==> config.mk <==
export PLATFORM = sky130hd
export DESIGN_NAME = pipeline_hold_ctrl
export DESIGN_NICKNAME = d
export VERILOG_FILES = /design/src/rtl/pipeline_hold_ctrl.sv
export SDC_FILE = /design/constraint.sdc
export NUM_CORES = 1
export LEC_CHECK = 0
export ABC_CLOCK_PERIOD_IN_PS = 2050
export BUFFER_PORTS_ARGS = -buffer_cell sky130_fd_sc_hd__buf_2
export CAP_MARGIN = 10
export CORE_ASPECT_RATIO = 1.25
export CORE_MARGIN = 2
export CORE_UTILIZATION = 50
export DETAILED_ROUTE_END_ITERATION = 8
export HOLD_SLACK_MARGIN = 0.12
export PLACE_DENSITY = 0.74
export SETUP_SLACK_MARGIN = 0.2
export SLEW_MARGIN = 0
export SYNTH_ARGS = -nofsm -noshare
export SYNTH_HDL_FRONTEND = slang
export SYNTH_SLANG_ARGS = --single-unit
==> constraint.sdc <==
create_clock -name clk -period 2.05 [get_ports clk]
set_input_delay 0.205 -clock clk [delete_from_list [all_inputs] [get_ports clk]]
set_output_delay 0.205 -clock clk [all_outputs]
set_load 0.01 [all_outputs]
==> src/rtl/pipeline_hold_ctrl.sv <==
// Pipeline hold/flush/bubble controller for a 5-stage MIPS pipeline.
// Turns hazard, redirect and memory-busy requests into per-stage controls, with a memory-wait watchdog and perf counters.
module pipeline_hold_ctrl #(
   parameter int TIMEOUT = 16,
   parameter int CNT_W   = 16
) (
   input  logic             clk,
   input  logic             rst_n,
   input  logic             lu_stall,
   input  logic             branch_taken,
   input  logic             dmem_busy,
   input  logic             cnt_clr,
   output logic             pc_write,
   output logic             if_id_write,
   output logic             if_id_flush,
   output logic             id_ex_write,
   output logic             id_ex_bubble,
   output logic             ex_mem_write,
   output logic             mem_wb_bubble,
   output logic [1:0]       state,
   output logic [CNT_W-1:0] stall_cycles,
   output logic [CNT_W-1:0] flush_events,
   output logic             timeout_err
);

   localparam int WC_W = $clog2(TIMEOUT + 1);

   typedef enum logic [1:0] {
      RUN      = 2'b00,
      MEM_WAIT = 2'b01,
      ERR      = 2'b10
   } state_t;

   state_t          cur_state, nxt_state;
   logic [WC_W-1:0] wait_cnt, wait_nxt;
   logic            freeze;

   always_comb begin
      nxt_state     = cur_state;
      wait_nxt      = wait_cnt;
      freeze        = 1'b0;
      pc_write      = 1'b1;
      if_id_write   = 1'b1;
      if_id_flush   = 1'b0;
      id_ex_write   = 1'b1;
      id_ex_bubble  = 1'b0;
      ex_mem_write  = 1'b1;
      mem_wb_bubble = 1'b0;

      case (cur_state)
         RUN, MEM_WAIT: begin
            if (dmem_busy) begin
               freeze = 1'b1;
               if (cur_state == RUN) begin
                  nxt_state = MEM_WAIT;
                  wait_nxt  = WC_W'(1);
               end else begin
                  wait_nxt = wait_cnt + WC_W'(1);
                  if (wait_cnt == WC_W'(TIMEOUT - 1)) nxt_state = ERR;
               end
            end else begin
               nxt_state = RUN;
               wait_nxt  = '0;
               if (branch_taken) begin
                  // Redirect squashes the ID instruction, so a load-use request there is moot.
                  if_id_flush  = 1'b1;
                  id_ex_bubble = 1'b1;
               end else if (lu_stall) begin
                  pc_write     = 1'b0;
                  if_id_write  = 1'b0;
                  id_ex_bubble = 1'b1;
               end
            end
         end
         default: begin
            nxt_state = ERR;
            freeze    = 1'b1;
         end
      endcase

      if (freeze) begin
         pc_write      = 1'b0;
         if_id_write   = 1'b0;
         if_id_flush   = 1'b0;
         id_ex_write   = 1'b0;
         id_ex_bubble  = 1'b0;
         ex_mem_write  = 1'b0;
         mem_wb_bubble = 1'b1;
      end

      // While reset is held every register is squashed to a NOP.
      if (!rst_n) begin
         pc_write      = 1'b0;
         if_id_write   = 1'b0;
         if_id_flush   = 1'b1;
         id_ex_write   = 1'b0;
         id_ex_bubble  = 1'b1;
         ex_mem_write  = 1'b0;
         mem_wb_bubble = 1'b1;
      end
   end

   always_ff @(posedge clk or negedge rst_n) begin
      if (!rst_n) begin
         cur_state   <= RUN;
         wait_cnt    <= '0;
         timeout_err <= 1'b0;
      end else begin
         cur_state <= nxt_state;
         wait_cnt  <= wait_nxt;
         if (nxt_state == ERR) timeout_err <= 1'b1;
      end
   end

   always_ff @(posedge clk or negedge rst_n) begin
      if (!rst_n) begin
         stall_cycles <= '0;
         flush_events <= '0;
      end else if (cnt_clr) begin
         stall_cycles <= '0;
         flush_events <= '0;
      end else begin
         if (!pc_write && (stall_cycles != '1)) stall_cycles <= stall_cycles + CNT_W'(1);
         if (if_id_flush && (flush_events != '1)) flush_events <= flush_events + CNT_W'(1);
      end
   end

   assign state = cur_state;

endmodule

**Yosys cells after proc, flatten, opt, wreduce, memory -nomap -nowiden**

Index checks and enable logic that the tools add are counted.
W data, S select, Z words.

- Register bits after elaboration: 40
- Bits of input ports: 6
- Output and inout bits: 42
- Word-level logic and storage cells: 53

- Add/subtract/negate cells: 3
- Eq/ne operators: 5
- Mux-type cells: 33
- Reduce and logical (&&, ||, !) cells: 7

Operator list:

| kind | count |
|---|---|
| $mux W16 | 4 |
| $add A16 B1 Y16 const B | 2 |
| $ne A16 B16 Y1 const B | 2 |
| $mux W1 | 23 |
| $mux W5 | 2 |
| $mux W2 | 4 |
| $add A5 B1 Y5 const B | 1 |
| $eq A5 B4 Y1 const B | 1 |
| $reduce_bool A2 Y1 | 2 |
| $eq A2 B1 Y1 const B | 1 |
| $eq A2 B2 Y1 const B | 1 |
| $logic_and A1 B1 Y1 | 2 |
| $logic_not A2 Y1 | 1 |
| $reduce_or A2 Y1 | 1 |
| $logic_not A1 Y1 | 1 |

**Logic depth before layout (Yosys ltp)**

Gate-level depths: netlist of run 1.

- Depth after elaboration: 10
- Depth in mapped cells: 8
- Depth with buffers taken out: 7

**Least setup slack after synthesis of run 1**

No wires, ideal clock.

- Kind: reg-to-reg
- From: reg cur_state[1], in the netlist state[1]
- To: reg stall_cycles[0]
- Setup time: 128 ps
- Arrival time: 1,758 ps
- Data required time: 1,922 ps
- Path slack: 164 ps
- Cell stages (with the launch flop): 8
- Path buffers: 1
- Clock period less this slack: 1,886 ps
- Path through: dfrtp_1 > nor3_2 > inv_2 > or2_4 > inv_2 > buf_6 > a21oi_1 > mux2_1

- Longest elaborated chain between the ends: 8
- Elaborated cells between the ends (all ways): 10
- Classes of those cells: 1 x eq/ne; 4 x mux; 5 x reduce/logical

Ends and longest elaborated chain:

| what | line | text |
|---|---|---|
| start, declared | 34 | `state_t cur_state, nxt_state;` |
| start signal, assigned | 109 | `cur_state <= nxt_state;` |
| $eq A2 B1 Y1 or $logic_not A2 Y1 (tied branches) | - |  |
| $reduce_or A2 Y1 (*) | - |  |
| $mux W1 | - |  |
| $mux W1 (*) (2 in a row) | - |  |
| net if_id_write | 14 | `output logic if_id_write,` |
| $logic_not A1 Y1 (*) | 123 | `if (!pc_write && (stall_cycles != '1)) stall_cycles <= stall_cycles + CNT_W'(1);` |
| $logic_and A1 B1 Y1 (*) | 123 |  |
| $reduce_bool A2 Y1 (no source line) (*) | - |  |
| end signal, assigned | 123 |  |
| end, declared | 21 | `output logic [CNT_W-1:0] stall_cycles,` |

The timed path passes the listed nets; every way through them passes the cells marked *.
A chain may end at the register's enable or synchronous reset.

**Worst setup path in the final report of run 1**

- From: reg stall_cycles[3]
- To: reg stall_cycles[13]

- Longest elaborated chain between the ends: 3
- Elaborated cells between the ends (all ways): 6
- Classes of those cells: 1 x add/sub; 1 x eq/ne; 2 x mux; 2 x reduce/logical

Ends and longest elaborated chain:

| what | line |
|---|---|
| $add A16 B1 Y16 or $ne A16 B16 Y1 (tied branches) | 123 |
| $mux W16 or $logic_and A1 B1 Y1 (tied branches) | 123 |
| $mux W16 or $reduce_bool A2 Y1 (tied branches) | - |

Several ways; a longest one is shown, not always the timed one. The select of a mux whose other input is x is not followed.

==> summary.md, run 1 <==
| Metric | Value |
|---|---|
| Outcome | completed |
| R2R Path End | stall_cycles[13] |
| Worst reg-to-reg setup slack | approximately 0.28 ns |
| Synth area leaders | dfrtp_1, mux2_1, nor2b_1, nand2_1, a21oi_1 |
| Static Leak | 1.31 nW |
| Commonest non-fill, non-tap cell in the layout | buf_2 |
| Layout cell share with drive strength beyond 1 | 0.283 |
| Fmax | about 570 MHz |
| Max-Cap Viols | 0 |
| Initial antenna violation count | 0 |
| First-pass DRT Iterations | 4 |
| Post-Syn Instances | 255 |
| Sum Neg Setup Slack | 0 ns |
| Clock Sinks | 40 |
| Hpwl dp | between 3000 and 4000 um |
| Routed wire length | between 5000 and 6000 um |
| Worst skew pair latency | approximately 0.3 ns |
| Via density | 5.85 |
| Worst-margin pin slew | 0.696 ns |
| Die Wd | 65.0 um |
| Core box area | 4430 um2 |
| Arr. time, crit path | roughly 2 ns |
| RSZ-0062 raised after global routing | no |
| Cell area after synthesis | around 2300 um2 |
| Area leader, netlist | dfrtp_1 |
| Filler cells | 394 |
| Max-slew headroom | 0.536 |
| Antenna diodes | 0 |
| Commonest non-fill, non-tap cells in the layout | buf_2, dfrtp_1, nand2_1, nor2_1, a21oi_1 |
| Post-synth top area share | 0.430 |
| Worst Setup Start Kind | flip-flop |
| Layout Utilization | 0.638 |
| Die height | approximately 80 um |
| Library cells used by synthesis | between 40 and 50 |
| Synthesis Warnings | 0 |
| Hold depth | 3 |
| Root Driver | clkbuf_8 |
| Rows | 27 |
| HP Class | in -> reg |
| Die area | around 5200 um2 |
| First-pass GRT wire length | roughly 9300 um |
| Post-synthesis sequential area ratio | 0.430 |
| GRT Total Usage | 0.227 |
| I/O Buffers | 47 |
| Syn-to-layout area delta | 21.5% |
| Final Skew | roughly 0.0094 ns |
| Largest net degree at the start of global routing | 43 |
| Final setup fails | 0 |
| Fin. Hold Viols | 0 |
| Final slew viol count | 0 |
| PwrDens | around 540 nW/um2 |
| GP Congestion | about 0.83 |
| Global route total overflow | 0 |
| Starting Density | 0.526 |
| DR WL/cell | 15.1 um |
| Crit Path Category | reg -> reg |
| TritonCTS clock tree | done |
| Synth async-reset ratio | 1.00 |
| CTS Buf Count | 5 |
| Antenna Nets Post-Route | 0 |
| Syn nets | around 270 |
| CP startpoint | stall_cycles[3] |
| DR iter-0 viols | between 150 and 200 |
| Worst Min Path Start | dmem_busy |
| Reg-to-Reg Start | stall_cycles[3] |
| Crit Path Max Fanout | 9 |
| Post-synth top flop | dfrtp_1 |
| FF/Latch Area | 1000 um2 |
| Residual DRC | 0 |
| Worst setup endpoint | stall_cycles[13] |
| Seq cells post-synth | 40 |
| Final min period | approximately 1.8 ns |
| Worst R2R Path Depth | 4 |
| CP Capture Type | flip-flop |
| Clock Pin Slew Worst Setup and Hold Paths | about 0.08 ns |
| EDFF count, synth | 0 |
| Synthesized area per cell | approximately 9.1 um2 |
| I/O pin cnt | 48 |
| Crit path required time | 2.24 ns |
| Clock Path Buffers | 2 |
| H-tree depth | 2 |
| Worst VDD drop | 0.370 mV |
| Period Utilization, post-route | 0.863 |
| Final nets | 323 |
| Vias in the first global route | 1984 |
| Vias | 2177 |
| Multi-input gate area | between 1000 and 1500 um2 |
flip-flops by register name, indices dropped and copies added (netlist names):
name and count:
timeout_err 1, flush_events 16, wait_cnt 5, state 2
stall_cycles 16
synth_stat cells, types with 8 or more instances:
| master | instances |
|---|---|
| nand2_1 | 21 |
| mux2_1 | 9 |
| a21oi_1 | 15 |
| inv_1 | 8 |
| o21ai_0 | 13 |
| and3_1 | 9 |
| o31ai_1 | 9 |
| nor2b_1 | 13 |
| nor2_1 | 17 |
| nor3_1 | 10 |
| nand3_1 | 12 |
| dfrtp_1 | 40 |
power by group:
part | internal (mW) | switching (mW)
clock | 0.269 | 0.286
combinational | 0.0547 | 0.0932
sequential | 0.803 | 0.0204
routing by layer:
metal,global-route usage,vias to the layer above,part of all wire
met1,0.286,1065,0.45
li1,-,1066,-
met3,0.0406,7,0.044
met2,0.385,39,0.49
met4,0.0894,0,0.013
met5,0,-,0
final cells by class:
cell class	instances	share of cell area
Inverter	11	0.0164
Sequential cell	40	0.355
Multi-Input combinational cell	193	0.446
Clock buffer	6	0.0292
Clock inverter	2	0.00354
Timing Repair Buffer	62	0.124
Tap cell	58	0.0257
metrics by stage:
step                      cell area, um2  power (mW)  hold WS, ns  worst slack, ns  instances
after floorplan                     2330       0.921      -0.0906            0.226        255
after CTS                           2760        1.54        0.214            0.198        368
after global placement              2640       0.977        0.335            0.232        357
final                               2830        1.53        0.235            0.281        372
after global routing                2830        1.59        0.234            0.201        372
after detailed placement            2640       0.981        0.339            0.189        357
worst min path at each step:
stage,endpoint,slack [ns]
2_1_floorplan,flush_events[0],-0.09
3_5_place_dp,flush_events[11],0.34
5_1_grt,state[0],0.23
3_3_place_gp,flush_events[13],0.34
4_1_cts,state[0],0.21
6_report,state[0],0.24
cells by family (layout without fill, tap and decap cells):
kind of cell	after synthesis	count (layout)	synth area share
simple gates	116	116	0.278
fa+ha+maj	4	4	0.0215
compound gates	61	61	0.171
flops	40	40	0.430
buf+inv	22	81	0.0425
mux	12	12	0.0570
worst max-delay path, stage by stage (launching register included):
cell and delay, ns:
dfrtp_1 0.44, and4_2 0.31, o211ai_2 0.22, nor4_2 0.31, mux2_2 0.37
timing repair:
item                                   4_1_cts  5_1_grt
setup endpoints to repair                    5       15
pin swaps                                    1        2
gates resized for setup                      2        9
endpoints found under the hold margin       40        0
setup buffers                                2        4
hold buffers                                 1        0
(Power assumes the default switching activity.)
==> inputs of run 2 (changes only) <==
--- a/config.mk
+++ b/config.mk
@@ -13,6 +13,7 @@
 export CORE_UTILIZATION = 50
 export DETAILED_ROUTE_END_ITERATION = 8
 export HOLD_SLACK_MARGIN = 0.12
+export MAX_ROUTING_LAYER = met4
 export PLACE_DENSITY = 0.74
 export SETUP_SLACK_MARGIN = 0.2
 export SLEW_MARGIN = 0
==> summary.md, run 2 (synthesis results as in run 1) <==
| Metric | Value |
|---|---|
| Commonest non-fill, non-tap cell in the layout | buf_2 |
| Worst R2R Path Depth | 4 |
| HP Class | in -> reg |
| Rows | 27 |
| DR WL/cell | about 15 um |
| I/O Buffers | 47 |
| Max-Cap Viols | 0 |
| Worst VDD drop | around 0.37 mV |
| Core box area | around 4400 um2 |
| DR WL met2 | between 2000 and 3000 um |
| Syn-to-layout area delta | 21.5% |
| Sum Neg Setup Slack | 0 ns |
| Pre-CTS setup slack | around 0.19 ns |
| Final nets | between 300 and 400 |
| Antenna diodes | 0 |
| Crit Path Max Fanout | 9 |
| Final slew viol count | 0 |
| Antenna Nets Post-Route | 0 |
| Top sig layer | met4 |
| Static Leak | between 1 and 1.5 nW |
| Worst Setup Start Kind | flip-flop |
| PwrDens | between 500 and 600 nW/um2 |
| Layout cell share with drive strength beyond 1 | 0.283 |
| Die Wd | approximately 65 um |
| Final min period | between 1.5 and 2 ns |
| Initial antenna violation count | 0 |
| Crit Path Category | reg -> reg |
| Routed wire length | ~5600 um |
| DR iter-0 viols | 150 |
| Worst reg-to-reg setup slack | approximately 0.28 ns |
| Worst setup endpoint | stall_cycles[13] |
| Vias | around 2200 |
| First-pass GRT wire length | approximately 9300 um |
| Final worst slack | approximately 0.28 ns |
| Area post-placement | approximately 2600 um2 |
| Worst skew pair latency | about 0.30 ns |
| Global route total overflow | 0 |
| CTS Buf Count | 5 |
| First-pass DRT Iterations | 4 |
| Clock Sinks | 40 |
| Final instance area | 2830 um2 |
| R2R Path End | stall_cycles[13] |
| RSZ-0062 raised after global routing | no |
| WL met3 | 219 um |
| TritonCTS clock tree | done |
| Root Driver | clkbuf_8 |
| Hpwl dp | a little under 4000 um |
| Top flop regs | flush_events x16, stall_cycles x16, wait_cnt x5 |
| Clock Pin Slew Worst Setup and Hold Paths | 0.08 ns |
| Residual DRC | 0 |
| Reg-to-Reg Start | stall_cycles[3] |
| Vias in the first global route | a little under 2000 |
| Die area | 5220 um2 |
| Die height | roughly 80 um |
| H-tree depth | 2 |
| Via density | roughly 5.9 |
| Starting Density | 0.526 |
| GRT Total Usage | 0.233 |
| Post-Route Hold Slack | 0.236 ns |
| Final setup fails | 0 |
| Commonest non-fill, non-tap cells in the layout | buf_2, dfrtp_1, nand2_1, nor2_1, a21oi_1 |
| Arr. time, crit path | a little under 2 ns |
| Outcome | completed |
| Period Utilization, post-route | 0.862 |
| Fmax | ~570 MHz |
| Fin. Hold Viols | 0 |
| Max-slew headroom | 0.538 |
| Worst-margin pin slew | 0.694 ns |
| GP Congestion | approximately 0.84 |
| Final Skew | around 0.0085 ns |
| Largest net degree at the start of global routing | 43 |
| WL met1 | roughly 2500 um |
| Crit path required time | between 2 and 2.5 ns |
| Clock Path Buffers | 2 |
| I/O pin cnt | between 40 and 50 |
| CP Capture Type | flip-flop |
| CP startpoint | stall_cycles[3] |
[run 2: cell counts in the layout (fill, tap and decap cells not counted)]
Identical to the previous run, type by type.
[run 2: how the worst min path moves through the flow]
stage	startpoint	endpoint	cells past startpoint
2_1_floorplan	rst_n	flush_events[0]	0
3_3_place_gp	rst_n	flush_events[13]	2
3_5_place_dp	rst_n	flush_events[11]	2
4_1_cts	dmem_busy	state[0]	3
5_1_grt	dmem_busy	state[0]	3
6_report	dmem_busy	state[0]	3
[run 2: worst max-delay path, stage by stage, from the launching register on]
cell,delay [ns]
dfrtp_1,0.44
and4_2,0.32
o211ai_2,0.22
nor4_2,0.31
mux2_2,0.37
[run 2: timing repair]
action                                  in CTS  in global routing
endpoints found under the setup margin       5                 15
pin swaps                                    1                  2
setup buffers                                2                  4
hold buffers                                 1                  0
hold endpoints to repair                    40                  0
gates resized for setup                      2                  9
[run 2: layout make-up]
type,instances,area (um2)
Fill cell,394,1600
Multi-Input combinational cell,193,1260
Sequential cell,40,1000
Timing Repair Buffer,62,350
Clock buffer,6,82.6
Tap cell,58,72.6
Inverter,11,46.3
Clock inverter,2,10.0
[run 2: report_power, final]
group	switching [mW]	total, mW	internal, mW	leakage (nW)
sequential	0.0204	0.824	0.803	0.547
clock	0.285	0.554	0.269	0.0510
combinational	0.0930	0.148	0.0546	0.714
[run 2: metrics by stage]
| stage | utilization | total power, mW | cells |
|---|---|---|---|
| after floorplan | - | 0.921 | 255 |
| after detailed placement | 0.597 | 0.981 | 357 |
| final | 0.638 | 1.53 | 372 |
| after global routing | 0.638 | 1.59 | 372 |
| after CTS | 0.625 | 1.54 | 368 |
| after global placement | 0.597 | 0.977 | 357 |
[run 2: layer usage]
metal	track usage	up-vias
met4	0.0894	0
met1	0.288	1067
met2	0.385	44
li1	-	1067
met3	0.0378	8
met5	-	-
